[config.mk]
export PLATFORM = sky130hd
export DESIGN_NAME = branch_exec_q
export DESIGN_NICKNAME = d
export VERILOG_FILES = /design/src/rtl/branch_exec_q.sv
export SDC_FILE = /design/constraint.sdc
export NUM_CORES = 2
export LEC_CHECK = 0
export CAP_MARGIN = 20
export CELL_PAD_IN_SITES_DETAIL_PLACEMENT = 1
export CELL_PAD_IN_SITES_GLOBAL_PLACEMENT = 1
export CORE_ASPECT_RATIO = 0.7
export CORE_MARGIN = 1
export CORE_UTILIZATION = 47
export DETAILED_ROUTE_END_ITERATION = 10
export GPL_TIMING_DRIVEN = 0
export HOLD_SLACK_MARGIN = 0.12
export PLACE_DENSITY = 0.95
export SYNTH_ARGS = -nofsm -noshare
export SYNTH_HDL_FRONTEND = slang
export SYNTH_SLANG_ARGS = --single-unit
[constraint.sdc]
create_clock -name clk_i -period 4.67 [get_ports clk_i]
set_input_delay 0.934 -clock clk_i [delete_from_list [all_inputs] [get_ports clk_i]]
set_output_delay 0.934 -clock clk_i [all_outputs]
set_load 0.02 [all_outputs]
[src/rtl/branch_exec_q.sv]
// Branch execution core with a resolution FIFO toward the frontend.
// Optional compressed-ISA support via `LEN5_C_EN (pc+2 links, no misaligned-target exception).
package expipe_pkg;
   typedef enum logic [3:0] {
      BU_BEQ, BU_BNE, BU_BLT, BU_BGE, BU_BLTU, BU_BGEU,
      BU_JAL, BU_JALR, BU_CALL, BU_RET
   } branch_ctl_t;
endpackage

package fetch_pkg;
   localparam int unsigned XLEN = 64;
   typedef struct packed {
      logic [XLEN-1:0] pc;
      logic [XLEN-1:0] target;
      logic            taken;
      logic            mispredict;
   } resolution_t;
endpackage

module branch_exec_q #(
   parameter int unsigned XLEN      = 64,
   parameter int unsigned ROB_IDX_W = 4,
   parameter int unsigned RES_DEPTH = 4,
   parameter int unsigned WB_SKIP   = 0
) (
   input  logic                      clk_i,
   input  logic                      rst_ni,
   input  logic                      flush_i,
   input  logic                      rs_valid_i,
   output logic                      rs_ready_o,
   input  expipe_pkg::branch_ctl_t   rs_type_i,
   input  logic [XLEN-1:0]           rs_rs1_i,
   input  logic [XLEN-1:0]           rs_rs2_i,
   input  logic [XLEN-1:0]           rs_imm_i,
   input  logic [XLEN-1:0]           rs_pc_i,
   input  logic [XLEN-1:0]           rs_pred_target_i,
   input  logic                      rs_pred_taken_i,
   input  logic [ROB_IDX_W-1:0]      rs_rob_idx_i,
   input  logic                      rs_compressed_i,
   output logic                      wb_valid_o,
   input  logic                      wb_ready_i,
   output logic [ROB_IDX_W-1:0]      wb_rob_idx_o,
   output logic [XLEN-1:0]           wb_link_addr_o,
   output logic                      wb_mis_o,
   output logic                      wb_except_o,
   output logic                      fe_valid_o,
   input  logic                      fe_ready_i,
   output fetch_pkg::resolution_t    fe_res_o,
   output logic                      fe_call_o,
   output logic                      fe_ret_o,
   output logic [XLEN-1:0]           fe_link_addr_o,
   output logic                      mis_pending_o
);
   import expipe_pkg::*;

   localparam int unsigned PW = $clog2(RES_DEPTH);

   // Handshakes: a transfer happens on a cycle where valid & ready are both high;
   // valid never waits on ready, and payload is held stable while valid & !ready.

   logic            taken, mis, except_c, accept, pop, full, empty, wb_busy, mis_pending_q;
   logic [XLEN-1:0] target, link, pc_sum, reg_sum;

   assign pc_sum  = rs_pc_i + rs_imm_i;
   assign reg_sum = rs_rs1_i + rs_imm_i;

   always_comb begin
      taken  = 1'b0;
      target = pc_sum;
      case (rs_type_i)
         BU_BEQ:           taken = (rs_rs1_i == rs_rs2_i);
         BU_BNE:           taken = (rs_rs1_i != rs_rs2_i);
         BU_BLT:           taken = ($signed(rs_rs1_i) <  $signed(rs_rs2_i));
         BU_BGE:           taken = ($signed(rs_rs1_i) >= $signed(rs_rs2_i));
         BU_BLTU:          taken = (rs_rs1_i <  rs_rs2_i);
         BU_BGEU:          taken = (rs_rs1_i >= rs_rs2_i);
         BU_JAL, BU_CALL:  taken = 1'b1;
         BU_JALR, BU_RET: begin
            taken  = 1'b1;
            target = {reg_sum[XLEN-1:1], 1'b0};
         end
         default:          taken = 1'b0;
      endcase
   end

`ifdef LEN5_C_EN
   assign link     = rs_pc_i + (rs_compressed_i ? XLEN'(2) : XLEN'(4));
   assign except_c = 1'b0;
`else
   logic unused_compressed;
   assign unused_compressed = rs_compressed_i;
   assign link     = rs_pc_i + XLEN'(4);
   assign except_c = taken & target[1];
`endif

   assign mis = (rs_pred_taken_i != taken) | (rs_pred_taken_i & (rs_pred_target_i != target));

   assign rs_ready_o = !mis_pending_q & !full & !wb_busy & !flush_i;
   assign accept     = rs_valid_i & rs_ready_o;

   always_ff @(posedge clk_i or negedge rst_ni) begin
      if (!rst_ni)                 mis_pending_q <= 1'b0;
      else if (flush_i)            mis_pending_q <= 1'b0;
      else if (accept & mis)       mis_pending_q <= 1'b1;
   end
   assign mis_pending_o = mis_pending_q;

   generate
      if (WB_SKIP == 0) begin : g_wb_reg
         logic                 valid_q, mis_q, except_q;
         logic [ROB_IDX_W-1:0] rob_q;
         logic [XLEN-1:0]      link_q;
         always_ff @(posedge clk_i or negedge rst_ni) begin
            if (!rst_ni) begin
               valid_q  <= 1'b0;
               mis_q    <= 1'b0;
               except_q <= 1'b0;
               rob_q    <= '0;
               link_q   <= '0;
            end else if (flush_i) begin
               valid_q  <= 1'b0;
            end else if (accept) begin
               valid_q  <= 1'b1;
               mis_q    <= mis;
               except_q <= except_c;
               rob_q    <= rs_rob_idx_i;
               link_q   <= link;
            end else if (wb_ready_i) begin
               valid_q  <= 1'b0;
            end
         end
         assign wb_busy        = valid_q & !wb_ready_i;
         assign wb_valid_o     = valid_q;
         assign wb_rob_idx_o   = rob_q;
         assign wb_link_addr_o = link_q;
         assign wb_mis_o       = mis_q;
         assign wb_except_o    = except_q;
      end else begin : g_wb_skip
         logic unused_wb_ready;
         assign unused_wb_ready = wb_ready_i;
         assign wb_busy         = 1'b0;
         assign wb_valid_o      = accept;
         assign wb_rob_idx_o    = rs_rob_idx_i;
         assign wb_link_addr_o  = link;
         assign wb_mis_o        = mis;
         assign wb_except_o     = except_c;
      end
   endgenerate

   // Pointers carry an extra wrap bit so full and empty are distinguishable.
   logic [PW:0]           wr_q, rd_q;
   logic [XLEN-1:0]       pc_mem [RES_DEPTH];
   logic [XLEN-1:0]       tgt_mem [RES_DEPTH];
   logic [XLEN-1:0]       link_mem [RES_DEPTH];
   logic [RES_DEPTH-1:0]  taken_mem, mis_mem, call_mem, ret_mem;

   assign empty = (wr_q == rd_q);
   assign full  = (wr_q[PW-1:0] == rd_q[PW-1:0]) & (wr_q[PW] != rd_q[PW]);
   assign pop   = !empty & fe_ready_i;

   always_ff @(posedge clk_i or negedge rst_ni) begin
      if (!rst_ni) begin
         wr_q      <= '0;
         rd_q      <= '0;
         taken_mem <= '0;
         mis_mem   <= '0;
         call_mem  <= '0;
         ret_mem   <= '0;
         for (int i = 0; i < RES_DEPTH; i++) begin
            pc_mem[i]   <= '0;
            tgt_mem[i]  <= '0;
            link_mem[i] <= '0;
         end
      end else if (flush_i) begin
         wr_q <= '0;
         rd_q <= '0;
      end else begin
         if (accept) begin
            pc_mem[wr_q[PW-1:0]]    <= rs_pc_i;
            tgt_mem[wr_q[PW-1:0]]   <= target;
            link_mem[wr_q[PW-1:0]]  <= link;
            taken_mem[wr_q[PW-1:0]] <= taken;
            mis_mem[wr_q[PW-1:0]]   <= mis;
            call_mem[wr_q[PW-1:0]]  <= (rs_type_i == BU_CALL);
            ret_mem[wr_q[PW-1:0]]   <= (rs_type_i == BU_RET);
            wr_q                    <= wr_q + 1'b1;
         end
         if (pop) rd_q <= rd_q + 1'b1;
      end
   end

   assign fe_valid_o          = !empty;
   assign fe_res_o.pc         = pc_mem[rd_q[PW-1:0]];
   assign fe_res_o.target     = tgt_mem[rd_q[PW-1:0]];
   assign fe_res_o.taken      = taken_mem[rd_q[PW-1:0]];
   assign fe_res_o.mispredict = mis_mem[rd_q[PW-1:0]];
   assign fe_call_o           = call_mem[rd_q[PW-1:0]];
   assign fe_ret_o            = ret_mem[rd_q[PW-1:0]];
   assign fe_link_addr_o      = link_mem[rd_q[PW-1:0]];
endmodule
==> flow_results.org <==
** Outcome
- Result of the run :: finished with violations
- The checks that failed: setup timing.

** Power
- The analysis attributes to cell leakage a power of 28.4 nW.
- Power density normalized to cell area :: 538 mW/mm^2
- Worst vdd rail ir drop :: 0.358 mV

** Clocking
- Clock Tree Buf Depth :: 3
- Clock tree from TritonCTS :: built
- Clock transition at the registers of the reported paths :: 0.07 ns
- Root Buffer :: clkbuf_16
- Skew-Pair Late Insertion Delay :: 0.73 ns
- Counting the buffers created by CTS gives 85.
- For this design, the sink count on the clock tree is 854.
- The H-tree was split into 3 levels.

** Drt
- Detailed router's first-iteration violation count :: 8544
- Post-route ant nets :: 0
- Routed length per instance :: 37.6 um
- The first detailed-routing pass ran for 8 iterations.
- For this run, design rule violations remaining after detail routing come to 0.
- In the routed layout, each cell is associated on average with a via count of just over 7.
- Wire length reported by the detailed router :: 300000 um
- Vias :: 57200

** Layout
- Net total in the final layout :: 6985
- From synthesis to final layout, the design area changed by 29.4%.
- Commonest non-fill, non-tap cells in the layout :: 1712 x nand2_1, 854 x dfrtp_1, 523 x o21ai_0, 425 x clkdlybuf4s50_1, 271 x a21oi_1
- Post-Layout Inst Area :: 0.0646 sq mm
- Most common cell after layout, fill and taps aside :: nand2_1
- Fraction of layout instances using a drive strength above 1 :: 0.163
- Fraction of the core area covered by cells at the end of the flow :: 0.617

** Logic synthesis
- Each instance of the synthesized netlist takes up on average 8.79 sq um.
- Total of warnings raised by yosys :: 0
- Counting flops and latches in the post-synthesis netlist gives 854.
- Number of synthesized flops with an enable pin :: 0
- The synthesized netlist occupies a cell area of around 0.05 sq mm.
- Syn Inst Count :: 5685
- Synth Flop Type :: dfrtp_1
- Share of the yosys chip area belonging to registers :: 0.428
- For this run, asynchronously set or reset flops after synthesis account for 1.00.
- The number of nets in the synthesized netlist is about 6200.
- Yosys mapped the design onto 84 distinct sky130hd cell types.

** Timing
- For the pin with the worst max-slew slack, the measured transition is around 1.3 ns.
- Setup repair after global routing could not meet its margin everywhere.
- FMAX :: around 0.19 GHz
- Of the available clock period, the critical path in the final layout requires 1.15.
- Final worst clock skew :: 0.0307 ns
- In this run the tightest slew margin relative to its limit is 0.109.
- Setup violations remaining at the end of the flow were counted as 52.
- The final max-slew violation count came to 0.
- Min setup slack post-route :: -0.681 ns
- Crit path time final :: 5.35 ns
- Number of failing hold endpoints at the final stage :: 0

** Floorplanning
- The die covers 0.108 sq mm.
- In this run the vertical extent of the chip is around 270 um.
- The floorplan has 99 rows.
- Initial standard-cell utilization of the core :: 0.477
- I/O pin cnt :: 606
- Area of the core :: 0.105 sq mm
- The die is 392 um wide.

** Place
- Dpl ws :: -5.23 ns
- The placed instances occupy a cell area of 0.0582 sq mm.
- The wire-length estimate of the detail-placed layout is 208000 um.
- IO Port Bufs :: 600
- Final weighted congestion in routability-driven placement :: 1.05

** Critical path
- Slowest-stage cell, CP :: dlygate4sd2_1
- Crit-path leading delay family :: compound AO/OA/AOI/OAI gates
- Data arrival, critical path :: 5.96 ns
- Required time of the worst setup path :: 5.28 ns
- Counting cells, the worst reg-to-reg path comes to 12.
- The critical path crosses 18 cells after its start point.
- Total buffers and inverters traversed by the critical path :: 4
- Kind of start point of the critical path :: primary input
- The largest single stage delay on the critical path is 0.65 ns.
- In this run the worst path has a maximum fanout of 7.
- By instance count, the cell type seen most on the critical path is o21ai_2.
- Critical path start-end classification :: primary input to register
- Kind of capture point of the worst setup path :: register
- The signal on the critical path passes through dlygate4sd2_1 -> ha_4 -> nand2_1 -> o21a_1 -> a21boi_2 -> a311oi_2 -> buf_2 -> o21ai_2 -> xor2_2 -> nor2_1 -> a31oi_4 -> xor2_1 -> and4_4 -> nand4_1 -> nor4_4 -> buf_12 -> buf_6 -> o21ai_2.

** GRT
- For this run, the total global-route usage over all layers was measured as 0.548.
- For this run the aggregate overflow at the end of global routing stands at 0.
- Maximum number of pins on one net before global-route repair :: 123
- The via count of the first global-routing pass is 59000.
- Initial antenna violation count :: 45
- The first global-routing pass estimated 422000 um of wire.

** Flow run
- Max-cap violations in this run came to 0.

** Hold path
- Class of the worst hold path :: primary input to asynchronous set/reset pin
## layer usage
| layer | wire length [um] | global-route usage |
|---|---|---|
| met4 | 29200 | 0.406 |
| met3 | 47200 | 0.267 |
| met1 | 101000 | 0.646 |
| met2 | 122000 | 0.773 |
| met5 | 567 | 0.0299 |
## synthesized netlist by cell type, drive strengths merged, types with 37 or more instances
| cell type | number | share of area |
|---|---|---|
| clkbuf | 327 | 0.025 |
| mux4 | 194 | 0.087 |
| ha | 195 | 0.049 |
| dfrtp | 854 | 0.43 |
| xor2 | 102 | 0.018 |
| o21ai | 579 | 0.058 |
| a21oi | 326 | 0.033 |
| buf | 55 | 0.0045 |
| nand3 | 71 | 0.0071 |
| nor2 | 285 | 0.021 |
| inv | 104 | 0.0078 |
| nand4 | 115 | 0.014 |
| nand2 | 1719 | 0.13 |
| and3 | 39 | 0.0049 |
| nor3 | 60 | 0.0060 |
| a21o | 46 | 0.0069 |
| a31oi | 42 | 0.0053 |
| xnor2 | 92 | 0.016 |
| o21a | 37 | 0.0056 |
## sequential cells by signal (all words and copies together) (netlist names)
name / cells
pc_mem: 256
tgt_mem: 256
link_mem: 248
wb_link_addr_o: 64
call_mem: 4
mis_mem: 4
ret_mem: 4
taken_mem: 4
wb_rob_idx_o: 4
rd_q: 3
wr_q: 3
mis_pending_o: 1
wb_except_o: 1
wb_mis_o: 1
wb_valid_o: 1
## power by group
part / internal (W) / switching (W)
Sequential: 0.0100 / 0.00214
Clock: 0.00413 / 0.00362
Combinational: 0.00587 / 0.00900
## metrics by stage
| step | cells | hold WS, ns | power, W | TNS (ns) |
|---|---|---|---|---|
| final | 7965 | 0.160 | 0.0348 | -6.78 |
| after global routing | 7945 | 0.204 | 0.0353 | -3.58 |
| after CTS | 7924 | 0.180 | 0.0335 | -0.673 |
| after detailed placement | 7725 | 0.460 | 0.0249 | -702.75 |
| after global placement | 7699 | 0.453 | 0.0237 | - |
| after floorplan | 5685 | 0.440 | 0.0184 | 0 |
## cell families (layout without fill, tap and decap cells)
| group | Yosys count | count (layout) | synth area share |
|---|---|---|---|
| AND/OR/NAND/NOR | 2454 | 2454 | 0.207 |
| AO/OA/AOI/OAI | 1262 | 1262 | 0.147 |
| flip-flops | 854 | 854 | 0.428 |
| buffers and inverters | 486 | 1324 | 0.0369 |
| multiplexers | 231 | 231 | 0.0950 |
| XOR/XNOR | 201 | 201 | 0.0372 |
| adder cells (fa/ha/maj) | 197 | 197 | 0.0496 |
| other | 0 | 28 | 0 |
## repair_timing
action | 4_1_cts | 5_1_grt
pin swaps | 120 | 42
buffers inserted | 103 | 13
setup endpoints to repair | 522 | 119
gates cloned | 0 | 0
hold buffers | 0 | 0
gates resized for setup | 1055 | 130
## path summary, 6_finish.rpt
check | from | to | slack (ns)
worst max register to register | rd_q[0] | pc_mem[66] | -0.19
worst min register to register | pc_mem[48] | pc_mem[48] | 0.48
worst max-delay path | rs_pc_i[16] | mis_mem[3] | -0.68
max in group asynchronous | rst_ni | link_mem[82] | 1.67
min in group clk_i | pc_mem[48] | pc_mem[48] | 0.48
worst min-delay path | rst_ni | tgt_mem[172] | 0.16
## layout make-up
| cell class | count | area, sq um |
|---|---|---|
| fillers | 11700 | 40200 |
| multi-input cells | 4345 | 29400 |
| flip-flops and latches | 854 | 21400 |
| repair buffers | 746 | 7160 |
| clock buffers | 123 | 2480 |
| well taps | 1414 | 1770 |
| plain buffers | 316 | 1560 |
| clock inverters | 35 | 445 |
| inverters | 104 | 407 |
| diodes | 28 | 70.1 |
No activity file was read; power rests on OpenSTA's default activity.
